<file path="config.mk">
export PLATFORM = sky130hd
export DESIGN_NAME = lcd_ctrl
export DESIGN_NICKNAME = d
export VERILOG_FILES = /design/src/rtl/lcd_pkg.sv /design/src/rtl/lcd_timer.sv /design/src/rtl/lcd_ctrl.sv
export SDC_FILE = /design/constraint.sdc
export NUM_CORES = 1
export LEC_CHECK = 0
export CAP_MARGIN = 20
export CORE_MARGIN = 5
export CORE_UTILIZATION = 25
export CTS_CLUSTER_SIZE = 10
export DETAILED_ROUTE_END_ITERATION = 16
export DONT_BUFFER_PORTS = 1
export PLACE_DENSITY = 0.44
export SYNTH_ARGS = -nofsm -noshare
export SYNTH_HDL_FRONTEND = slang
export SYNTH_HIERARCHICAL = 1
export SYNTH_SLANG_ARGS = --single-unit
</file>
<file path="constraint.sdc">
create_clock -name i_clk -period 3.5 [get_ports i_clk]
set_clock_uncertainty 0.1 [all_clocks]
set_input_delay 0.7 -clock i_clk [delete_from_list [all_inputs] [get_ports i_clk]]
set_output_delay 0.7 -clock i_clk [all_outputs]
set_load 0.005 [all_outputs]
</file>
<file path="src/rtl/lcd_pkg.sv">
// lcd_pkg: shared state encoding, HD44780 command codes and helpers for lcd_ctrl.
//   No ports. Provides lcd_state_e, the power-up init command ROM (init_cmd),
//   the clear/home command codes, the slow-command classifier and an int max helper.
package lcd_pkg;

    typedef enum logic [2:0] {
        S_PWRUP,
        S_INIT,
        S_IDLE,
        S_SETUP,
        S_PULSE,
        S_HOLD,
        S_WAIT
    } lcd_state_e;

    localparam logic [7:0] LCD_CMD_CLEAR    = 8'h01;
    localparam logic [7:0] LCD_CMD_HOME     = 8'h02;
    localparam logic [7:0] LCD_CMD_HOME_ALT = 8'h03;

    localparam int         LCD_INIT_LEN     = 4;
    localparam logic [7:0] LCD_INIT_FUNC    = 8'h38;
    localparam logic [7:0] LCD_INIT_DISPLAY = 8'h0C;
    localparam logic [7:0] LCD_INIT_ENTRY   = 8'h06;

    // Init ROM: 8-bit 2-line 5x8, display on, clear, entry mode increment.
    function automatic logic [7:0] init_cmd(input logic [2:0] idx);
        return idx == 3'd0 ? LCD_INIT_FUNC
             : idx == 3'd1 ? LCD_INIT_DISPLAY
             : idx == 3'd2 ? LCD_CMD_CLEAR
             : LCD_INIT_ENTRY;
    endfunction

    // Clear and return-home need the long execution wait; everything else is short.
    function automatic logic is_slow_cmd(input logic rs, input logic [7:0] b);
        return !rs && (b == LCD_CMD_CLEAR || b == LCD_CMD_HOME || b == LCD_CMD_HOME_ALT);
    endfunction

    function automatic int max_int(input int a, input int b);
        return a > b ? a : b;
    endfunction

endpackage

</file>
<file path="src/rtl/lcd_timer.sv">
// lcd_timer: loadable down-counter that parks at zero.
//   clk    in  clock
//   rst_n  in  asynchronous active-low reset (count <- RESET_VALUE)
//   load   in  load value into the counter this cycle
//   value  in  W-bit load value (cycles remaining minus one)
//   done   out count has reached zero
module lcd_timer #(
    parameter int             W           = 20,
    parameter logic [W-1:0]   RESET_VALUE = '0
) (
    input  logic         clk,
    input  logic         rst_n,
    input  logic         load,
    input  logic [W-1:0] value,
    output logic         done
);

    logic [W-1:0] count;

    always_ff @(posedge clk or negedge rst_n) begin
        if (!rst_n)
            count <= RESET_VALUE;
        else if (load)
            count <= value;
        else if (count != '0)
            count <= count - 1'b1;
    end

    assign done = count == '0;

endmodule

</file>
<file path="src/rtl/lcd_ctrl.sv">
// lcd_ctrl: valid/ready write port driving HD44780 EN/RS/RW/DATA pins with setup, pulse and execution-wait timing.
//   i_clk        in   system clock
//   i_reset      in   asynchronous active-low reset
//   i_req_valid  in   request present
//   o_req_ready  out  request accepted this cycle when high (idle only)
//   i_req_rs     in   0 = command, 1 = data
//   i_req_byte   in   byte to write
//   o_busy       out  transfer or init in progress
//   o_lcd_on     out  LCD power/backlight enable
//   o_lcd_en     out  LCD enable strobe
//   o_lcd_rs     out  LCD register select
//   o_lcd_rw     out  LCD read/write, always write
//   o_lcd_data   out  LCD data bus
// Build option: define LCD_INIT_SEQ_EN to add the power-up delay and the
// automatic 0x38/0x0C/0x01/0x06 init sequence ahead of the first accept.
module lcd_ctrl
    import lcd_pkg::*;
#(
    parameter int T_SETUP_CYC = 2,
    parameter int T_EN_CYC    = 25,
    parameter int T_CMD_CYC   = 2000,
    parameter int T_CLR_CYC   = 82000,
    parameter int T_PWRUP_CYC = 750000
) (
    input  logic       i_clk,
    input  logic       i_reset,
    input  logic       i_req_valid,
    output logic       o_req_ready,
    input  logic       i_req_rs,
    input  logic [7:0] i_req_byte,
    output logic       o_busy,
    output logic       o_lcd_on,
    output logic       o_lcd_en,
    output logic       o_lcd_rs,
    output logic       o_lcd_rw,
    output logic [7:0] o_lcd_data
);

    localparam int T_MAX = max_int(max_int(max_int(T_SETUP_CYC, T_EN_CYC),
                                           max_int(T_CMD_CYC, T_CLR_CYC)), T_PWRUP_CYC);
    localparam int CW    = $clog2(T_MAX + 1);

`ifdef LCD_INIT_SEQ_EN
    localparam lcd_state_e    RESET_STATE = S_PWRUP;
    // The power-up delay runs straight out of reset, so the timer starts preloaded.
    localparam logic [CW-1:0] TIMER_RESET = CW'(T_PWRUP_CYC - 1);
`else
    localparam lcd_state_e    RESET_STATE = S_IDLE;
    localparam logic [CW-1:0] TIMER_RESET = '0;
`endif

    lcd_state_e    state;
    logic          accept;
    logic          load;
    logic          done;
    logic          slow;
    logic          init_pending;
    logic [CW-1:0] value;

`ifdef LCD_INIT_SEQ_EN
    logic [2:0] init_idx;
    assign init_pending = init_idx != 3'(LCD_INIT_LEN);
`else
    assign init_pending = 1'b0;
`endif

    assign accept   = i_req_valid & o_req_ready;
    assign slow     = is_slow_cmd(o_lcd_rs, o_lcd_data);
    assign o_lcd_rw = 1'b0;

    // Setup load is T_SETUP_CYC (not -1): the extra count covers the cycle in
    // which the byte is latched onto the pins, giving accept-to-EN of 1+T_SETUP.
    always_comb begin
        load  = accept || state == S_INIT || (state == S_SETUP && done) || state == S_HOLD;
        value = state == S_SETUP ? CW'(T_EN_CYC - 1)
              : state == S_HOLD  ? (slow ? CW'(T_CLR_CYC - 1) : CW'(T_CMD_CYC - 1))
              : CW'(T_SETUP_CYC);
    end

    lcd_timer #(
        .W           (CW),
        .RESET_VALUE (TIMER_RESET)
    ) u_timer (
        .clk   (i_clk),
        .rst_n (i_reset),
        .load  (load),
        .value (value),
        .done  (done)
    );

    always_ff @(posedge i_clk or negedge i_reset) begin
        if (!i_reset) begin
            state       <= RESET_STATE;
            o_req_ready <= 1'b0;
            o_busy      <= 1'b0;
            o_lcd_on    <= 1'b0;
            o_lcd_en    <= 1'b0;
            o_lcd_rs    <= 1'b0;
            o_lcd_data  <= '0;
`ifdef LCD_INIT_SEQ_EN
            init_idx    <= '0;
`endif
        end else begin
            o_lcd_on    <= 1'b1;
            o_req_ready <= 1'b0;
            o_busy      <= 1'b1;
            case (state)
`ifdef LCD_INIT_SEQ_EN
                S_PWRUP: if (done) state <= S_INIT;
                S_INIT: begin
                    state      <= S_SETUP;
                    o_lcd_rs   <= 1'b0;
                    o_lcd_data <= init_cmd(init_idx);
                    init_idx   <= init_idx + 3'd1;
                end
`endif
                S_IDLE: begin
                    if (accept) begin
                        state      <= S_SETUP;
                        o_lcd_rs   <= i_req_rs;
                        o_lcd_data <= i_req_byte;
                    end else begin
                        o_req_ready <= 1'b1;
                        o_busy      <= 1'b0;
                    end
                end
                S_SETUP: begin
                    if (done) begin
                        state    <= S_PULSE;
                        o_lcd_en <= 1'b1;
                    end
                end
                S_PULSE: begin
                    if (done) begin
                        state    <= S_HOLD;
                        o_lcd_en <= 1'b0;
                    end
                end
                S_HOLD: state <= S_WAIT;
                S_WAIT: begin
                    if (done) begin
                        state       <= init_pending ? S_INIT : S_IDLE;
                        o_req_ready <= !init_pending;
                        o_busy      <= init_pending;
                    end
                end
                default: state <= RESET_STATE;
            endcase
        end
    end

endmodule

</file>
== After elaboration in Yosys (flattened, before gate mapping) ==
Cells that the tools add are included.

* Output and inout bits: 14
* Bits in registers: 36
* Word-level logic and storage cells: 57
* Input bits: 12

* Add/subtract/negate cells: 1
* Reductions and logical operators: 15
* Mux-type cells: 19
* Bitwise logic cells: 1
* Equality and inequality tests: 13

{| class="wikitable"
|+ Operators with widths
! operator !! count
|-
| $mux W17 || 3
|-
| $mux W20 || 2
|-
| $logic_not A20 Y1 || 1
|-
| $reduce_bool A20 Y1 || 1
|-
| $sub A20 B1 Y20 const B || 1
|-
| $eq A8 B2 Y1 const B || 2
|-
| $pmux W3 S5 || 1
|-
| $mux W3 || 4
|-
| $eq A3 B3 Y1 const B || 3
|-
| $eq A8 B1 Y1 const B || 1
|-
| $ne A2 B2 Y1 const B || 4
|-
| $eq A3 B2 Y1 const B || 2
|-
| $mux W1 || 6
|-
| $pmux W1 S2 || 3
|-
| $logic_or A1 B1 Y1 || 5
|-
| $reduce_and A4 Y1 || 1
|-
| $reduce_bool A2 Y1 || 2
|-
| $eq A3 B1 Y1 const B || 1
|-
| $reduce_and A3 Y1 || 1
|-
| $logic_and A1 B1 Y1 || 2
|-
| $reduce_and A2 Y1 || 1
|-
| $and A1 B1 Y1 || 1
|-
| $logic_not A1 Y1 || 1
|}

== Logic depth before layout (Yosys ltp) ==
Gate-level depths: netlist of run 1.

* Word-level depth: 8
* Gate-level depth with buffers: 11
* Gate-level depth less buffers: 10

== Hierarchy ==
Netlist of run 1, hierarchy kept.

{| class="wikitable"
|+ Modules (own cells, without submodules)
! module !! instances !! sequential area each (µm²) !! area an instance (µm²) !! cells each
|-
| lcd_timer || 1 || 500.5 || 1202.4 || 123
|-
| lcd_ctrl || 1 || 401.6 || 807.0 || 74
|}

== Worst setup path before layout of run 1 ==
No wires, ideal clock.

* Path kind: register to register
* Start point: register u_timer.count[17]
* End point: register u_timer.count[3]
* Arrival: 2516 ps
* Path slack: 759 ps
* Clock period less this slack: 2741 ps
* Cell stages (with the launch flop): 9
* Setup time: 125 ps
* Path buffers: 1
* Required time: 3275 ps
* Path through: dfrtp_1 -> or3_1 -> or4_4 -> nor2_8 -> inv_1 -> o21ai_0 -> a22o_1 -> clkbuf_1 -> mux2_2

* Cells in the longest elaborated chain, start to end: 5
* Elaborated cells on any way between the ends: 7
* Classes of those cells: 1 x mux; 6 x reduce/logical

{| class="wikitable"
|+ RTL lines
! element !! RTL line !! source
|-
| start, declared || lcd_timer.sv:18 || <nowiki>logic [W-1:0] count;</nowiki>
|-
| start signal, assigned || lcd_timer.sv:24 || <nowiki>count <= value;</nowiki>
|-
| start signal, assigned || lcd_timer.sv:26 || <nowiki>count <= count - 1'b1;</nowiki>
|-
| $logic_not A20 Y1 (*) || lcd_timer.sv:29 || <nowiki>assign done = count == '0;</nowiki>
|-
| net done || lcd_ctrl.sv:55 || <nowiki>logic done;</nowiki>
|-
| $logic_and A1 B1 Y1 (*) || lcd_ctrl.sv:74 || <nowiki>load = accept || state == S_INIT || (state == S_SETUP && done) || state == S_HOLD;</nowiki>
|-
| $logic_or A1 B1 Y1 (*) (2 in a row) || lcd_ctrl.sv:74 ||
|-
| net load || lcd_ctrl.sv:54 || <nowiki>logic load;</nowiki>
|-
| $mux W20 or $reduce_bool A2 Y1 (tied branches) || n/a ||
|}

The timed path passes the listed nets; every way through them passes the cells marked *.
A chain may end at the register's enable or synchronous reset.

== Worst setup path after layout of run 1 ==
* Start point: register u_timer.count[16]
* End point: register u_timer.count[6]

Same word-level chain as after synthesis.

==> run summary, run 1 <==
OUTCOME
--------------------------------------------------------------------------------
Status                                                              complete, no violations

CLOCKING
--------------------------------------------------------------------------------
Maximum level of the CTS H-tree                                                2
Clock latency at the later pin of the worst-skew pair                    0.29 ns
Max clock buf depth                                                            2
TritonCTS clock tree                                                       built
Number of clock sinks                                                         36
Reg clk slew, reported paths                                             0.08 ns
Clock buffers created by TritonCTS                                             5
Clock root cell                                                         clkbuf_8

GLOBAL ROUTE
--------------------------------------------------------------------------------
Global-route wire length before repair                                   7270 um
Pin count of the biggest net entering global routing                          36
GRT Total Usage                                                            9.23%
Number of antenna violations at the first check in global routing              0
Vias in the first global route                                             1,474
Overall overflow remaining after global route                                  0

WORST SETUP PATH
--------------------------------------------------------------------------------
Worst R2R Path Depth                                                           9
Ordered cell list for the critical path                             or3_1 -> or4_4 -> nor2_8 -> inv_1 -> o21ai_0 -> a22o_1 -> buf_4 -> a211oi_1 -> a21o_1
Maximum single-stage delay on the critical path                          0.55 ns
CP Capture Type                                                             flop
Required time worst endpoint                                             3.58 ns
Worst Path Max Fanout                                                         23
Type of the setup path with the least slack                         flop to flop
CP Launch Type                                                              flop
Arrival @ worst endpoint                                                 3.01 ns
Slowest cell on crit path                                                  or4_4

DRT
--------------------------------------------------------------------------------
Vias per Instance                                                           4.55
Via count of the routed design                                             1,396
Antenna viol nets, final                                                       0
Post-detailed-route DRC marker count                                           0
DR pass1 iterations                                                            4
Post-detailed-route wirelength per cell                                  13.8 um
DRT Wirelength                                                           4240 um
Iteration-0 DRC Markers                                                       27

YOSYS
--------------------------------------------------------------------------------
Post-synthesis async set-or-reset flop share                                100%
Synthesized area                                                    0.00201 sq mm
Leading cell types by total area after synthesis                    dfrtp_1 44%, mux2_2 6.7%, nand2_1 4.3%
Mean instance size in the synthesized netlist                         10.2 sq um
Post-Syn Instances                                                           197
Distinct cell type count after synthesis                                      52
Post-synth EDFFs                                                               0
Seq cells post-synth                                                          36
Share of synthesized area occupied by flip-flops and latches               44.9%
Fraction of synthesized cell area taken by the top area cell type          43.6%
Area leader, netlist                                                     dfrtp_1
Yosys Warn Count                                                               6
Most used flip-flop cell after synthesis                                 dfrtp_1

STA
--------------------------------------------------------------------------------
RSZ-0062 raised after global routing                                          no
Final Hold Violating Endpoints                                                 0
Number of pins exceeding their max-slew limit in the final report              0
Setup violators final                                                          0
Final min period                                                         2.93 ns
Total Negative Setup Slacks                                                 0 ns
Maximum clock frequency                                                  341 MHz
Final period util                                                          83.7%

DIE
--------------------------------------------------------------------------------
Std-Cell Rows                                                                 32
Area enclosed by the die boundary                                   0.00993 sq mm
Ports                                                                         26
Die span in x                                                            99.7 um
Starting density of the core                                               25.9%
Core footprint                                                      0.00777 sq mm
Die Y                                                                    99.7 um

CELLS AND AREA
--------------------------------------------------------------------------------
Share of the core filled with cells in the final layout                    28.8%
Finished Layout Cells                                                        307
Layout Nets                                                                  219
Most used cells in the layout excluding fill and tap cells          35 x dfrtp_1, 23 x nand2_1, 12 x mux2_2
Ratio of cells with drive above 1 in the final layout                      21.0%
Area growth from synthesis to layout                                       11.5%
Number of inserted diodes                                                      0
Commonest non-fill, non-tap cell in the layout                           dfrtp_1

PLACE
--------------------------------------------------------------------------------
HPWL after detailed placement                                            2980 um
Placed Cells                                                                 298
Placer congestion estimate                                                 0.735
I/O Buffers                                                                    0

HOLD PATH
--------------------------------------------------------------------------------
Worst min path class                                                primary input to asynchronous set/reset pin

POWER AND IR DROP
--------------------------------------------------------------------------------
Leakage power figure                                                    0.875 nW
Areal power density over the cells                                   365 mW/mm^2
Peak supply drop                                                          171 uV
Sum of internal, switching and leakage power                            0.817 mW

RUN
--------------------------------------------------------------------------------
Max-Cap Viols                                                                  0

layout make-up:
type | instances | area [sq um]
fillers | 841 | 5530
multi-input cells | 153 | 1050
flip-flops and latches | 36 | 902
well taps | 102 | 128
clock buffers | 6 | 72.6
clock inverters | 2 | 35.0
repair buffers | 2 | 27.5
inverters | 6 | 22.5
per-layer routing:
layer  GRT usage (%)  share of wire (%)
met1            12.1                 47
met4            3.47                1.2
met2            14.4                 47
met5               0                  0
met3            2.66                4.0
logic make-up after synthesis:
| kind of cell | synth area share (%) |
|---|---|
| XOR/XNOR | 6.97 |
| adder cells (fa/ha/maj) | 1.87 |
| AND/OR/NAND/NOR | 19.9 |
| flip-flops | 44.9 |
| other | 0.374 |
| buffers and inverters | 4.17 |
| AO/OA/AOI/OAI | 15.1 |
| multiplexers | 6.72 |
synth_stat cells, types with 2 or more instances:
cell	n
xor2_1	7
dfrtp_1	35
mux2_2	12
ha_1	3
nor2b_1	2
o21ai_2	9
nor2_1	10
conb_1	2
o31ai_1	6
o211ai_1	2
nand2_1	23
or4_4	2
clkbuf_1	6
o21ai_0	10
o21ai_1	3
or4_1	2
or3_1	3
a21oi_1	3
xnor2_1	9
nand3_1	2
inv_1	6
nor3_1	7
nor4_1	4
power by group:
group          switching (mW)  leakage [nW]  internal (mW)
clock network           0.152        0.0552          0.211
registers             0.00661         0.421          0.422
logic                  0.0145         0.399        0.00956
total                   0.173         0.875          0.644
registers in the layout, indices dropped and copies added (netlist names):
register       flops
o_busy             1
o_lcd_data         8
state              3
o_lcd_rs           1
o_lcd_on           1
o_lcd_en           1
u_timer/count     20
o_req_ready        1
worst max-delay path: cells and delay by family, from the launching register on:
family,cells,cell delay (ns)
and+or+nand+nor,3,1.18
AOI/OAI and AO/OA,4,0.71
DFF,1,0.42
buffers and inverters,2,0.42
per-stage QoR:
step | cell area, sq um | hold slack, ns | worst slack [ns]
final | 2240 | 0.141 | 0.569
after global placement | 2110 | 0.307 | 0.636
after global routing | 2240 | 0.130 | 0.386
after detailed placement | 2110 | 0.307 | 0.578
after floorplan | 2040 | 0.304 | 0.759
after CTS | 2240 | 0.135 | 0.558
worst paths after layout:
| path | slack [ns] | start | endpoint |
|---|---|---|---|
| max | 0.57 | u_timer/count[16]$_DFFE_PN0P_ | u_timer/count[6]$_DFFE_PN0P_ |
| min | 0.14 | i_reset | u_timer/count[10]$_DFFE_PN0P_ |
| max reg2reg | 0.57 | u_timer/count[16]$_DFFE_PN0P_ | u_timer/count[6]$_DFFE_PN0P_ |
| min reg2reg | 0.47 | o_lcd_data[2]$_DFFE_PN0P_ | o_lcd_data[2]$_DFFE_PN0P_ |
| max in group asynchronous | 2.96 | i_reset | u_timer/count[0]$_DFFE_PN0P_ |
| min in group i_clk | 0.46 | i_req_byte[2] | o_lcd_data[2]$_DFFE_PN0P_ |
what timing repair did:
| item | 4_1_cts | 5_1_grt |
|---|---|---|
| buffers inserted | 0 | 0 |
| resized for setup | 0 | 0 |
| endpoints found under the hold margin | 35 | 0 |
| setup endpoints to repair | 0 | 0 |
| hold buffers | 1 | 0 |
(Power assumes the default switching activity.)
==> run 2, diff against run 1 <==
==> constraint.sdc (replaced) <==
create_clock -name i_clk -period 2.81 [get_ports i_clk]
set_clock_uncertainty 0.1 [all_clocks]
set_input_delay 0.562 -clock i_clk [delete_from_list [all_inputs] [get_ports i_clk]]
set_output_delay 0.562 -clock i_clk [all_outputs]
set_load 0.005 [all_outputs]
==> run summary, run 2 (same netlist as run 1, synthesis figures left out) <==
CELLS AND AREA
----------------------------------------------------------------------------------
Area growth from synthesis to layout                                         12.3%
Ratio of cells with drive above 1 in the final layout                        23.0%
Number of inserted diodes                                                        0
Flip-flop count of the largest register, all copies and words added             20
Largest reg by FF count                                               u_timer/count
Layout Nets                                                                    223
Most used cells in the layout excluding fill and tap cells            35 x dfrtp_1, 23 x nand2_1, 12 x mux2_2
Post-route cell area                                                  0.00226 sq mm
Commonest non-fill, non-tap cell in the layout                             dfrtp_1
Registers with the highest flip-flop counts                           u_timer/count (20), o_lcd_data (8), state (3)
Share of the core filled with cells in the final layout                      29.1%

WORST SETUP PATH
----------------------------------------------------------------------------------
Crit Reg-Reg Endpoint                                                 u_timer/count[6]$_DFFE_PN0P_
Count of buffer and inverter cells on the critical path                          2
Maximum single-stage delay on the critical path                            0.55 ns
Largest delay share family, worst path                                simple AND/OR/NAND/NOR gates
Ordered cell list for the critical path                               or3_1 -> or4_4 -> nor2_8 -> inv_1 -> o21ai_0 -> a22o_2 -> buf_4 -> a211oi_1 -> a21o_1
Worst Path Max Fanout                                                           13
Type of the setup path with the least slack                           flop to flop
Slowest cell on crit path                                                    or4_4
R2R Path Start                                                        u_timer/count[17]$_DFFE_PN0P_
CP Launch Type                                                                flop
R2r setup slk                                                              0.22 ns
Arrival @ worst endpoint                                                   2.66 ns
Worst R2R Path Depth                                                             9
Required time worst endpoint                                               2.89 ns
CP Capture Type                                                               flop

DIE
----------------------------------------------------------------------------------
Core footprint                                                        0.00777 sq mm
Die Y                                                                      99.7 um
Ports                                                                           26
Starting density of the core                                                 25.9%
Die span in x                                                              99.7 um
Area enclosed by the die boundary                                     0.00993 sq mm
Std-Cell Rows                                                                   32

DRT
----------------------------------------------------------------------------------
Antenna viol nets, final                                                         0
Post-detailed-route wirelength per cell                                    13.9 um
Iteration-0 DRC Markers                                                         42
Vias per Instance                                                             4.49
Post-detailed-route DRC marker count                                             0
DR pass1 iterations                                                              4
DRT Wirelength                                                             4330 um
Via count of the routed design                                               1,396

GLOBAL ROUTE
----------------------------------------------------------------------------------
Global-route wire length before repair                                     7290 um
GRT Total Usage                                                              9.27%
Overall overflow remaining after global route                                    0
Vias in the first global route                                               1,439
Pin count of the biggest net entering global routing                            36
Number of antenna violations at the first check in global routing                0

CLOCKING
----------------------------------------------------------------------------------
Reg clk slew, reported paths                                               0.08 ns
Clock root cell                                                           clkbuf_8
TritonCTS clock tree                                                         built
Max clock buf depth                                                              2
Number of clock sinks                                                           36
Clock buffers created by TritonCTS                                               5
Post-CTS Repair Setup Buffers                                                    0
Clock latency at the later pin of the worst-skew pair                      0.29 ns
Maximum level of the CTS H-tree                                                  2

STA
----------------------------------------------------------------------------------
Final period util                                                            92.1%
Final worst setup slack                                                   0.223 ns
Final min period                                                           2.59 ns
RSZ-0062 raised after global routing                                            no
Final Hold Violating Endpoints                                                   0
Total Negative Setup Slacks                                                   0 ns
Setup violators final                                                            0
Transition time of the tightest slew-check pin                            0.513 ns
Worst slew margin relative to its limit                                      65.8%
Maximum clock frequency                                                    387 MHz
Number of pins exceeding their max-slew limit in the final report                0

PLACE
----------------------------------------------------------------------------------
Placer congestion estimate                                                   0.800
Post-Place Worst Slack                                                    0.118 ns
HPWL after detailed placement                                              3080 um
Dpl cell area                                                         0.00214 sq mm
I/O Buffers                                                                      0

HOLD PATH
----------------------------------------------------------------------------------
Worst min path class                                                  primary input to asynchronous set/reset pin

POWER AND IR DROP
----------------------------------------------------------------------------------
Sum of internal, switching and leakage power                              0.931 mW
Areal power density over the cells                                     412 mW/mm^2
Peak supply drop                                                            213 uV
Leakage power figure                                                      0.887 nW

OUTCOME
----------------------------------------------------------------------------------
Status                                                                complete, no violations

RUN
----------------------------------------------------------------------------------
Max-Cap Viols                                                                    0

[run 2: cell count changes in the layout (fill, tap and decap cells not counted), sizes merged]
cell	delta
bufinv	-1
clkbuf	-1
buf	+3
dlygate4sd3	+1
clkinv	+2
[run 2: per-layer routing]
metal	routed length, um	GRT usage (%)	share of wire [%]	up-vias
met5	0	0	0	-
met4	29	3.47	0.67	0
met3	164	2.52	3.8	2
met2	2060	14.3	48	18
met1	2080	12.4	48	670
li1	-	-	-	706
[run 2: area by class of cell]
class	count	area, sq um
Fill cell	862	5510
Multi-Input combinational cell	153	1060
Sequential cell	36	902
Tap cell	102	128
Clock buffer	5	68.8
Timing Repair Buffer	6	60.1
Inverter	6	22.5
Clock inverter	3	18.8
[run 2: timing repair]
item,4_1_cts,5_1_grt
setup endpoints to repair,0,10
endpoints found under the hold margin,35,0
hold buffers,2,0
gates resized for setup,0,2
[run 2: how the worst max path moves through the flow]
stage | start | endpoint | slack, ns | cells past startpoint
after detailed placement | u_timer/count[17]$_DFFE_PN0P_ | u_timer/count[12]$_DFFE_PN0P_ | 0.12 | 8
after global placement | u_timer/count[17]$_DFFE_PN0P_ | u_timer/count[11]$_DFFE_PN0P_ | 0.19 | 8
after global routing | u_timer/count[17]$_DFFE_PN0P_ | u_timer/count[6]$_DFFE_PN0P_ | 0.05 | 9
final | u_timer/count[17]$_DFFE_PN0P_ | u_timer/count[6]$_DFFE_PN0P_ | 0.22 | 9
after CTS | u_timer/count[17]$_DFFE_PN0P_ | u_timer/count[12]$_DFFE_PN0P_ | 0.10 | 8
after floorplan | u_timer/count[17]$_DFFE_PN0P_ | u_timer/count[3]$_DFFE_PN0P_ | 0.07 | 8
[run 2: through the flow]
| stage | hold slack, ns | cells |
|---|---|---|
| 4_1_cts | 0.00329 | 311 |
| 2_1_floorplan | 0.166 | 205 |
| 6_report | 0.00950 | 311 |
| 5_1_grt | 0.00739 | 311 |
| 3_3_place_gp | 0.169 | 301 |
| 3_5_place_dp | 0.169 | 301 |
[run 2: power breakdown]
| part | internal [mW] | total, mW | switching, mW |
|---|---|---|---|
| clock | 0.173 | 0.364 | 0.192 |
| combinational | 0.0129 | 0.0316 | 0.0188 |
| sequential | 0.526 | 0.534 | 0.00823 |
| total | 0.712 | 0.931 | 0.219 |
[run 2: worst reg2reg max path, stage by stage (launching register included)]
cell and delay (ns):
dfrtp_1 0.40, or3_1 0.40, or4_4 0.55, nor2_8 0.10, inv_1 0.07, o21ai_0 0.15
a22o_2 0.24, buf_4 0.22, a211oi_1 0.07, a21o_1 0.16
